**src/rtl/uart_rx_fifo.sv**
```systemverilog
// uart_rx_fifo: 8N1-style UART receiver feeding a first-word-fall-through FIFO.
//
// Ports:
//   clk          sole clock, rising edge
//   resetn       asynchronous active-low reset
//   pin          serial line (idle high, asynchronous to clk)
//   rx_data      head-of-FIFO word, LSB = first received bit
//   rx_valid     FIFO non-empty
//   rx_ready     consumer accepts rx_data (pop on rx_valid && rx_ready)
//   fill         FIFO occupancy, 0..FIFO_DEPTH
//   frame_err    sticky: stop bit sampled low
//   overrun_err  sticky: word dropped because FIFO was full
//   err_clr      one-cycle pulse clearing the sticky flags
//   parity_err   sticky even-parity mismatch (only with UART_RX_PARITY_EN)
//
// Optional feature: define UART_RX_PARITY_EN to expect one even-parity bit
// after the data bits.
module uart_rx_fifo #(
    parameter int unsigned CLKS_PER_BIT = 16,
    parameter int unsigned DATA_BITS    = 8,
    parameter int unsigned FIFO_DEPTH   = 4
) (
    input  logic                          clk,
    input  logic                          resetn,
    input  logic                          pin,
    output logic [DATA_BITS-1:0]          rx_data,
    output logic                          rx_valid,
    input  logic                          rx_ready,
    output logic [$clog2(FIFO_DEPTH):0]   fill,
    output logic                          frame_err,
    output logic                          overrun_err,
`ifdef UART_RX_PARITY_EN
    output logic                          parity_err,
`endif
    input  logic                          err_clr
);

    localparam int unsigned CW = $clog2(CLKS_PER_BIT);
    localparam int unsigned BW = $clog2(DATA_BITS);
    localparam int unsigned AW = $clog2(FIFO_DEPTH);

    typedef enum logic [2:0] {
        StIdle,
        StStart,
        StData,
`ifdef UART_RX_PARITY_EN
        StParity,
`endif
        StStop
    } state_e;

    state_e                 state_q, state_d;
    logic                   pin_s1_q, pin_s2_q;
    logic [CW-1:0]          cnt_q, cnt_d;
    logic [BW-1:0]          bit_cnt_q, bit_cnt_d;
    logic [DATA_BITS-1:0]   shift_q, shift_d;
    logic                   push, frame_ev;
`ifdef UART_RX_PARITY_EN
    logic                   parity_ev;
    logic                   parity_err_q;
`endif

    logic [DATA_BITS-1:0]   mem_q [FIFO_DEPTH];
    logic [AW-1:0]          wr_ptr_q, rd_ptr_q;
    logic [AW:0]            fill_q, fill_d;
    logic                   full, pop, do_push, overrun_ev;
    logic                   frame_err_q, overrun_err_q;

    // Two-flop synchronizer; resets to the idle (high) line level.
    always_ff @(posedge clk or negedge resetn) begin
        if (!resetn) begin
            pin_s1_q <= 1'b1;
            pin_s2_q <= 1'b1;
        end else begin
            pin_s1_q <= pin;
            pin_s2_q <= pin_s1_q;
        end
    end

    always_ff @(posedge clk or negedge resetn) begin
        if (!resetn) begin
            state_q   <= StIdle;
            cnt_q     <= '0;
            bit_cnt_q <= '0;
            shift_q   <= '0;
        end else begin
            state_q   <= state_d;
            cnt_q     <= cnt_d;
            bit_cnt_q <= bit_cnt_d;
            shift_q   <= shift_d;
        end
    end

    always_comb begin
        state_d   = state_q;
        cnt_d     = cnt_q + CW'(1);
        bit_cnt_d = bit_cnt_q;
        shift_d   = shift_q;
        push      = 1'b0;
        frame_ev  = 1'b0;
`ifdef UART_RX_PARITY_EN
        parity_ev = 1'b0;
`endif
        unique case (state_q)
            StIdle: begin
                cnt_d     = '0;
                bit_cnt_d = '0;
                if (!pin_s2_q) state_d = StStart;
            end
            StStart: begin
                // Re-check at mid start bit; a high line here was a glitch.
                if (cnt_q == CW'(CLKS_PER_BIT / 2 - 1)) begin
                    cnt_d   = '0;
                    state_d = pin_s2_q ? StIdle : StData;
                end
            end
            StData: begin
                if (cnt_q == CW'(CLKS_PER_BIT - 1)) begin
                    cnt_d     = '0;
                    shift_d   = {pin_s2_q, shift_q[DATA_BITS-1:1]};
                    bit_cnt_d = bit_cnt_q + BW'(1);
                    if (bit_cnt_q == BW'(DATA_BITS - 1)) begin
`ifdef UART_RX_PARITY_EN
                        state_d = StParity;
`else
                        state_d = StStop;
`endif
                    end
                end
            end
`ifdef UART_RX_PARITY_EN
            StParity: begin
                if (cnt_q == CW'(CLKS_PER_BIT - 1)) begin
                    cnt_d = '0;
                    if (pin_s2_q != ^shift_q) begin
                        parity_ev = 1'b1;
                        state_d   = StIdle;
                    end else begin
                        state_d = StStop;
                    end
                end
            end
`endif
            StStop: begin
                if (cnt_q == CW'(CLKS_PER_BIT - 1)) begin
                    cnt_d   = '0;
                    state_d = StIdle;
                    push    = pin_s2_q;
                    frame_ev = !pin_s2_q;
                end
            end
            default: state_d = StIdle;
        endcase
    end

    // FIFO: the write lands on the edge ending the stop-sample cycle, so
    // rx_valid rises on the following cycle.
    assign full       = (fill_q == (AW + 1)'(FIFO_DEPTH));
    assign pop        = rx_valid && rx_ready;
    assign do_push    = push && (!full || pop);
    assign overrun_ev = push && full && !pop;

    always_comb begin
        fill_d = fill_q;
        if (do_push && !pop)      fill_d = fill_q + (AW + 1)'(1);
        else if (!do_push && pop) fill_d = fill_q - (AW + 1)'(1);
    end

    always_ff @(posedge clk or negedge resetn) begin
        if (!resetn) begin
            for (int i = 0; i < int'(FIFO_DEPTH); i++) mem_q[i] <= '0;
            wr_ptr_q <= '0;
            rd_ptr_q <= '0;
            fill_q   <= '0;
        end else begin
            if (do_push) begin
                mem_q[wr_ptr_q] <= shift_q;
                wr_ptr_q        <= wr_ptr_q + AW'(1);
            end
            if (pop) rd_ptr_q <= rd_ptr_q + AW'(1);
            fill_q <= fill_d;
        end
    end

    // Sticky flags: a new event wins over a coincident clear.
    always_ff @(posedge clk or negedge resetn) begin
        if (!resetn) begin
            frame_err_q   <= 1'b0;
            overrun_err_q <= 1'b0;
`ifdef UART_RX_PARITY_EN
            parity_err_q  <= 1'b0;
`endif
        end else begin
            frame_err_q   <= frame_ev   | (frame_err_q   & ~err_clr);
            overrun_err_q <= overrun_ev | (overrun_err_q & ~err_clr);
`ifdef UART_RX_PARITY_EN
            parity_err_q  <= parity_ev  | (parity_err_q  & ~err_clr);
`endif
        end
    end

    assign rx_data     = mem_q[rd_ptr_q];
    assign rx_valid    = (fill_q != '0);
    assign fill        = fill_q;
    assign frame_err   = frame_err_q;
    assign overrun_err = overrun_err_q;
`ifdef UART_RX_PARITY_EN
    assign parity_err  = parity_err_q;
`endif

endmodule

```
**config.mk**
```make
export PLATFORM = sky130hd
export DESIGN_NAME = uart_rx_fifo
export DESIGN_NICKNAME = d
export VERILOG_FILES = /design/src/rtl/uart_rx_fifo.sv
export SDC_FILE = /design/constraint.sdc
export NUM_CORES = 1
export LEC_CHECK = 0
export BUFFER_PORTS_ARGS = -buffer_cell sky130_fd_sc_hd__clkbuf_2
export CAP_MARGIN = 40
export CELL_PAD_IN_SITES_DETAIL_PLACEMENT = 0
export CELL_PAD_IN_SITES_GLOBAL_PLACEMENT = 1
export CORE_MARGIN = 2
export CORE_UTILIZATION = 30
export DETAILED_ROUTE_END_ITERATION = 7
export GPL_TIMING_DRIVEN = 1
export PLACE_DENSITY_LB_ADDON = 0.3
export SKIP_CTS_REPAIR_TIMING = 1
export SYNTH_ARGS = -nofsm -noshare
export SYNTH_HDL_FRONTEND = slang
export SYNTH_SLANG_ARGS = --single-unit
export TNS_END_PERCENT = 100
```
**constraint.sdc**
```tcl
create_clock -name clk -period 2.53 [get_ports clk]
set_input_delay 0.506 -clock clk [delete_from_list [all_inputs] [get_ports clk]]
set_output_delay 0.506 -clock clk [all_outputs]
set_load 0.01 [all_outputs]
```
==> results.yml, run 1 <==
power:
  peakVddDrop_mv: 0.3137
  seq_power_share_pct: 47.4
  power_density_mw_per_mm2: 743.0
  combPwrFrac_pct: 16.8
  clockPowerShare_pct: 35.8
  power.leakage_nw: 1.545
  swShare_pct: 29.07
  internal_power_mw: 1.693
  p_switching_uw: 694.0
finish:
  area_growth_pct: 15.21
  multi_input_area_mm2: 0.001179
  regArea_mm2: 0.001504
  final_nets: 226
  antenna_cells: 0
  nFillCells: 894
  layout-drive-gt1-share_pct: 48.39
  final_cells: 328
flow_run:
  cap_viol_max_count: 0
sta:
  max-slew-margin-rel_pct: 68.68
  rsz0062_at_grt: "no"
  setup_viol: 0
  fin_skew_ps: 8.752
  worst_pin_slew_ps: 469.8
  timing.final.crit_share_pct: 89.08
  tns_ps: 0
  hold_viol_final: 0
  final.min_clock_period_ps: 2254
  fmax_mhz: 443.7
  report.final.slew_viol_count: 0
worst_setup_path:
  r2r_start: "fill[1]"
  path_cells: "or3_2, nand2_1, ha_1, inv_1, fa_1, xor2_1, nor2_1, xor2_1"
  cp-end-kind: "flop"
  slowest_stage: "or3_2"
  worstRegToRegCells: 8
  crit_cells: 8
  crit_type: "reg -> reg"
  arrival_ps: 2500
  r2r_setup_slack_ps: 280
  r2r_end: "fill[2]"
  crit_path_start_kind: "flop"
  crit_path_max_incr_delay_ps: 520
  cp.required_ps: 2780
  crit_top_cell: "xor2_1"
  worstPathMaxFanout: 5
  path_buf_inv: 1
  crit_family: "simple AND/OR/NAND/NOR gates"
clock_tree:
  cts_max_path_buffers: 2
  cts_made_buffers: 9
  clock_latency_ps: 340
  cts_sinks: 60
  clk_pin_slew_ps: 70
  cts_tree: "built"
  cts_root_buffer: "clkbuf_8"
  ctsHtreeMaxLevel: 3
synthesis:
  netlist_area_mm2: 0.002789
  yosys_warnings: 0
  synth_seq_cells: 60
  syn_avg_cell_area_um2: 15.16
  synth_most_common_cell: "dfrtp_1"
  ys_top_cells_by_count: "dfrtp_1, mux2_2, ha_1, inv_1, mux4_2"
  syn_nets: 198
  synth_edf_count: 0
  synth_top_cell_area_share_pct: 52.04
  ys_top_cells_by_area: "dfrtp_1, mux2_2, mux4_2"
  yosys.area.top_type: "dfrtp_1"
  seq_area_frac_synth_pct: 53.93
  synthFlopType: "dfrtp_1"
  synthArstFlopShare_pct: 100.0
  synth_cell_types: 32
  synth_cells: 184
min_path:
  worstHoldPathType: "in -> async"
grt:
  grt_pass1_wl_um: 8542
  grt_overflow_total: 0
  grt_pass1_vias: 1656
  grt_max_degree: 61
  grt_usage_pct: 11.43
  antenna_found_initial: 0
drt:
  vias: 1522
  m1WireLength_um: 2291
  wire_per_inst_um: 14.96
  detail-route-antenna-nets: 0
  wl_met3_um: 160
  top_layer_used: "met4"
  drt_iter0_drc: 58
  routed_wl_um: 4907
  dr.pass1.iters: 4
  wl_met2_um: 2402
  route.detailed.drc: 0
  vias_per_cell: 4.640
place:
  gp_congestion: 0.6847
  dp_cells: 312
  dp.final_hpwl_um: 3175
  portBuffers: 18
die:
  die_y_um: 100.4
  initial_core_util_pct: 30.62
  die_w_um: 100.4
  dieArea_mm2: 0.01008
  coreArea_mm2: 0.009109
  rows: 35
  ios: 19
status:
  status: "complete, no violations"
-- power by group through the flow --
stage | logic (mW) | clock network (mW) | registers, mW
6_report | 0.402 | 0.854 | 1.13
5_1_grt | 0.454 | 0.944 | 1.15
4_1_cts | 0.414 | 0.900 | 1.14
3_5_place_dp | 0.413 | 0 | 1.16
3_3_place_gp | 0.410 | 0 | 1.15
2_1_floorplan | 0.312 | 0 | 1.10
-- per-layer routing --
layer,up-vias,track usage [%]
met1,771,14.82
li1,725,-
met5,-,0
met2,20,17.40
met4,0,4.426
met3,6,4.248
-- cells in the final DEF, fill, tap and decap left out, types with 3 or more instances in the layout --
cell      instances
mux2_2           42
nand3_1           5
ha_1              8
nand4_4           4
mux4_2            8
buf_4             7
clkbuf_8          9
dfrtp_1          58
inv_1             8
nor2_1            7
clkinv_4          3
clkbuf_2         18
nand2_1           4
xnor2_1           7
a22o_1            5
-- cell families (layout without fill, tap and decap cells) --
family | count (synthesis) | after routing | share of synthesized area, %
DFF | 60 | 60 | 53.93
muxes | 52 | 52 | 24.50
buffers and inverters | 17 | 50 | 3.813
AOI/OAI and AO/OA | 10 | 10 | 2.916
and+or+nand+nor | 27 | 27 | 7.717
adders and majority gates | 9 | 9 | 4.307
xor gates and xnor gates | 9 | 9 | 2.827
-- layout make-up --
class | count | area share, %
Timing Repair Buffer | 26 | 5.062
Tap cell | 111 | 4.322
Inverter | 8 | 0.9346
Multi-Input combinational cell | 107 | 36.68
Clock inverter | 7 | 2.336
Sequential cell | 60 | 46.81
Clock buffer | 9 | 3.855
-- sequential cells by signal, indices dropped and copies added, names as in the netlist --
signal	flops
wr_ptr_q	2
pin_s2_q	1
mem_q	32
rd_ptr_q	2
pin_s1_q	1
frame_err	1
fill	3
bit_cnt_q	3
shift_q	8
cnt_q	4
state_q	2
overrun_err	1
-- worst max path at each step --
stage	from	endpoint	slack (ps)
2_1_floorplan	fill[1]	fill[1]	200
3_3_place_gp	rx_ready	fill[1]	200
3_5_place_dp	rx_ready	fill[1]	160
4_1_cts	fill[1]	fill[2]	260
5_1_grt	cnt_q[0]	fill[2]	120
6_report	fill[1]	fill[2]	280
-- worst reg2reg max path, stage by stage (launching register included) --
cell and delay, ps:
dfrtp_1 430, or3_2 520, nand2_1 130, ha_1 190, inv_1 60, fa_1 370, xor2_1 180, nor2_1 110
xor2_1 170
-- stage by stage --
stage          hold WS (ps)  setup slack, ps  power [mW]  instance area, um^2  util, %
6_report              169.5            276.3       2.387                 3213    35.27
2_1_floorplan         210.4            203.0       1.416                 2789        -
3_3_place_gp          347.9            203.8       1.565                 3014    33.09
4_1_cts               169.4            257.6       2.450                 3213    35.27
5_1_grt               191.9            121.9       2.545                 3213    35.27
3_5_place_dp          348.1            160.6       1.568                 3014    33.09
Note: power is estimated with default switching activity, not from simulation.
==> run 2, diff against run 1 <==
Settings changed: CELL_PAD_IN_SITES_DETAIL_PLACEMENT 0 to not set, CELL_PAD_IN_SITES_GLOBAL_PLACEMENT 1 to not set, PLACE_DENSITY_LB_ADDON 0.3 to not set.
==> run 2 against run 1 <==
Compared with the run above: critical path depth is 1 lower; combinational power is 6.5% lower; clock skew decreased by 3.9 ps; largest power group unchanged; final cell count shrank 0.61%; global-route usage decreased by 0.45 points.
==> results.yml, run 2 (same netlist as run 1, synthesis figures left out) <==
status:
  status: "complete, no violations"
worst_setup_path:
  worstRegToRegCells: 7
  path_cells: "or4b_4, nand3_1, inv_1, ha_1, inv_1, fa_1, mux2_2"
  crit_top_cell: "inv_1"
  cp-end-kind: "flop"
  crit_cells: 7
  crit_type: "reg -> reg"
  worstPathMaxFanout: 5
  crit_path_start_kind: "flop"
  arrival_ps: 2480
  slowest_stage: "or4b_4"
  cp.required_ps: 2760
  crit_path_max_incr_delay_ps: 560
  path_buf_inv: 2
  crit_family: "simple AND/OR/NAND/NOR gates"
drt:
  routed_wl_um: 4854
  wire_per_inst_um: 14.89
  vias: 1557
  vias_per_cell: 4.776
  dr.pass1.iters: 2
  route.detailed.drc: 0
  drt_iter0_drc: 51
  detail-route-antenna-nets: 0
sta:
  hold_viol_final: 0
  worst_pin_slew_ps: 469.1
  final.min_clock_period_ps: 2250
  fin_skew_ps: 4.843
  max-slew-margin-rel_pct: 68.73
  tns_ps: 0
  timing.final.crit_share_pct: 88.94
  setup_viol: 0
  rsz0062_at_grt: "no"
  fmax_mhz: 444.4
  report.final.slew_viol_count: 0
power:
  peakVddDrop_mv: 0.2126
  power.leakage_nw: 1.537
  fin_total_pwr_mw: 2.473
  power_density_mw_per_mm2: 767.1
place:
  dp.final_hpwl_um: 3135
  placed_area_mm2: 0.002999
  portBuffers: 18
  gp_congestion: 0.6853
finish:
  final_nets: 224
  final_common_cell: "dfrtp_1"
  area_growth_pct: 15.61
  layout_common_cells: "dfrtp_1, mux2_2, clkbuf_2, clkbuf_8"
  fin_area_mm2: 0.003224
  antenna_cells: 0
  biggestRegsByFlops: "mem_q (32), shift_q (8), cnt_q (4)"
  largest_reg_flops: 32
  regMostFlops: "mem_q"
  layout-drive-gt1-share_pct: 47.91
die:
  rows: 35
  initial_core_util_pct: 30.62
  dieArea_mm2: 0.01008
  coreArea_mm2: 0.009109
  ios: 19
  die_w_um: 100.4
  die_y_um: 100.4
clock_tree:
  cts_sinks: 60
  clock_latency_ps: 340
  cts_root_buffer: "clkbuf_8"
  clk_pin_slew_ps: 70
  cts_made_buffers: 9
  ctsHtreeMaxLevel: 3
  cts_max_path_buffers: 2
  cts_tree: "built"
flow_run:
  cap_viol_max_count: 0
grt:
  grt_overflow_total: 0
  grt_usage_pct: 10.99
  grt_pass1_vias: 1590
  grt_pass1_wl_um: 8197
  grt_max_degree: 61
  antenna_found_initial: 0
min_path:
  worstHoldPathType: "in -> async"
[run 2: changes by cell type in the layout (fill, tap and decap cells not counted), sizes merged]
| cell | before | now |
|---|---|---|
| clkinv | 5 | 3 |
| inv | 9 | 8 |
| buf | 8 | 6 |
| clkinvlp | 0 | 2 |
| bufinv | 1 | 2 |
[run 2: where the power goes]
| part | leakage [nW] | switching [mW] | internal [mW] |
|---|---|---|---|
| logic | 0.618 | 0.184 | 0.192 |
| registers | 0.814 | 0.108 | 1.03 |
| clock network | 0.106 | 0.400 | 0.558 |
[run 2: worst paths after layout]
check | slack, ps | to | start
worst max-delay path | 280 | fill[1] | fill[1]
worst min-delay path | 170 | mem_q[26] | resetn
worst max register to register | 280 | fill[1] | fill[1]
worst min register to register | 360 | pin_s2_q | pin_s1_q
max in group asynchronous | 2050 | pin_s1_q | resetn
min in group clk | 240 | pin_s1_q | pin
[run 2: worst reg2reg max path, cell delays in order, from the launching register on]
cell     delay (ps)
dfrtp_1         430
or4b_4          560
nand3_1         160
inv_1            60
ha_1            200
inv_1            70
fa_1            390
mux2_2          270
[run 2: metal layers]
metal | vias up | share of wire [%] | global-route usage (%)
li1 | 717 | - | -
met1 | 812 | 46 | 13.91
met2 | 18 | 48 | 16.47
met3 | 10 | 3.8 | 3.830
met4 | 0 | 1.9 | 6.006
met5 | - | 0 | 0
[run 2: final cells by class]
type                    instances  area [um^2]
clock buffers                   9        123.9
well taps                     111        138.9
clock inverters                 7        101.3
inverters                       8        30.03
repair buffers                 24        147.6
multi-input cells             107         1179
flip-flops and latches         60         1504
fillers                       906         5884
[run 2: through the flow]
| stage | std cells | utilization, % | hold slack [ps] | worst slack [ps] |
|---|---|---|---|---|
| floorplan | 184 | - | 210.4 | 203.0 |
| finish | 326 | 35.40 | 173.1 | 279.7 |
| detailed placement | 310 | 32.93 | 347.0 | 158.9 |
| CTS | 326 | 35.40 | 164.1 | 270.9 |
| global route | 326 | 35.40 | 196.9 | 170.9 |
| global placement | 310 | 32.93 | 345.9 | 207.8 |
==> run 3, diff against run 2 <==
Settings changed: CELL_PAD_IN_SITES_DETAIL_PLACEMENT set to 1, CELL_PAD_IN_SITES_GLOBAL_PLACEMENT set to 2, PLACE_DENSITY_LB_ADDON set to 0.1.
==> run 3 against run 2 <==
Compared with the run above: worst setup slack worse by 61 ps; total power is 0.10% lower; register-to-register slack worse by 60 ps; final cell count is 0.31% lower; critical endpoint is now fill[2]; largest cell class unchanged.
==> results.yml, run 3 (same netlist as run 1, synthesis figures left out) <==
clock_tree:
  ctsHtreeMaxLevel: 3
  cts_made_buffers: 9
  cts_max_path_buffers: 2
  cts_tree: "built"
  cts_root_buffer: "clkbuf_8"
  clk_pin_slew_ps: 70
  cts_sinks: 60
  clock_latency_ps: 330
finish:
  antenna_cells: 0
  fin_area_mm2: 0.003197
  final_cells: 325
  area_growth_pct: 14.63
  nFillCells: 952
  utilization_pct: 35.10
  layout-drive-gt1-share_pct: 48.13
  final_nets: 223
  biggestRegsByFlops: "mem_q (32), shift_q (8), cnt_q (4)"
  layout_common_cells: "dfrtp_1, mux2_2, clkbuf_2, clkbuf_8"
  final_common_cell: "dfrtp_1"
  regMostFlops: "mem_q"
  largest_reg_flops: 32
grt:
  grt_overflow_total: 0
  antenna_found_initial: 0
  grt_usage_pct: 13.15
  grt_pass1_wl_um: 9722
  grt_pass1_vias: 1830
  grt_max_degree: 61
min_path:
  min_path_cells: 1
  worstHoldPathType: "in -> reg"
drt:
  vias_per_cell: 4.778
  detail-route-antenna-nets: 0
  routed_wl_um: 5814
  wire_per_inst_um: 17.89
  vias: 1553
  drt_iter0_drc: 14
  dr.pass1.iters: 4
  route.detailed.drc: 0
sta:
  timing.final.crit_share_pct: 91.35
  report.final.slew_viol_count: 0
  rsz0062_at_grt: "no"
  whs_ps: 252.3
  hold_viol_final: 0
  setup_viol: 0
  worst_pin_slew_ps: 791.0
  final.min_clock_period_ps: 2311
  fmax_mhz: 432.7
  max-slew-margin-rel_pct: 47.27
  fin_ws_ps: 218.8
  tns_ps: 0
  fin_skew_ps: 8.749
worst_setup_path:
  arrival_ps: 2570
  crit_type: "reg -> reg"
  cp.required_ps: 2790
  cp-end-kind: "flop"
  worstPathMaxFanout: 7
  crit_path_start_kind: "flop"
  worstRegToRegCells: 10
die:
  dieArea_mm2: 0.01008
  initial_core_util_pct: 30.62
  die_y_um: 100.4
  coreArea_mm2: 0.009109
  ios: 19
  die_w_um: 100.4
  rows: 35
status:
  status: "complete, no violations"
place:
  dp_slack_ps: 100.5
  gp_congestion: 0.7664
  dp.final_hpwl_um: 3949
  dp_cells: 309
  placed_area_mm2: 0.002979
  portBuffers: 18
power:
  power_density_mw_per_mm2: 772.9
  power.leakage_nw: 1.528
  peakVddDrop_mv: 0.2825
  fin_total_pwr_mw: 2.471
flow_run:
  cap_viol_max_count: 0
run 3: changes by cell type in the layout (fill, tap and decap cells not counted):
cell / change
ha_1: -1
buf_12: -1
clkinv_2: +3
ha_2: +1
clkinv_4: -2
clkinvlp_4: -1
run 3: area by class of cell:
class / count / area, um^2 / area share [%]
clock inverter: 7 / 91.34 / 2.857
inverter: 8 / 30.03 / 0.9393
multi-input combinational: 107 / 1181 / 36.95
timing repair buffer: 23 / 127.6 / 3.992
clock buffer: 9 / 123.9 / 3.875
tap: 111 / 138.9 / 4.344
sequential: 60 / 1504 / 47.04
run 3: metal layers:
metal	vias to the layer above	wire length [um]	part of all wire, %	track usage [%]
met1	815	2451	42	14.83
met4	0	113	1.9	5.479
li1	710	-	-	-
met3	10	145	2.5	3.760
met5	-	0	0	0
met2	18	3103	53	23.23
run 3: critical path, cell delays in order (launching register included):
cell and delay [ps]:
dfrtp_1 370, ha_2 250, and3_4 300, nand3_1 170
inv_1 90, ha_1 190, inv_1 70, fa_1 380
xor2_1 170, nor2_1 110, xor2_1 150
run 3: where the power goes:
group	total, mW	switching, mW	leakage [nW]	internal, mW
registers	1.14	0.108	0.814	1.03
clock network	0.940	0.389	0.109	0.551
logic	0.393	0.198	0.605	0.194
total	2.47	0.696	1.53	1.78
run 3: path summary, 6_finish.rpt:
kind / from / to / slack [ps]
min in group asynchronous: resetn / mem_q[19] / 340
max in group asynchronous: resetn / bit_cnt_q[2] / 1670
min reg2reg: pin_s1_q / pin_s2_q / 360
max: cnt_q[0] / fill[2] / 220
max reg2reg: cnt_q[0] / fill[2] / 220
min: pin / pin_s1_q / 250
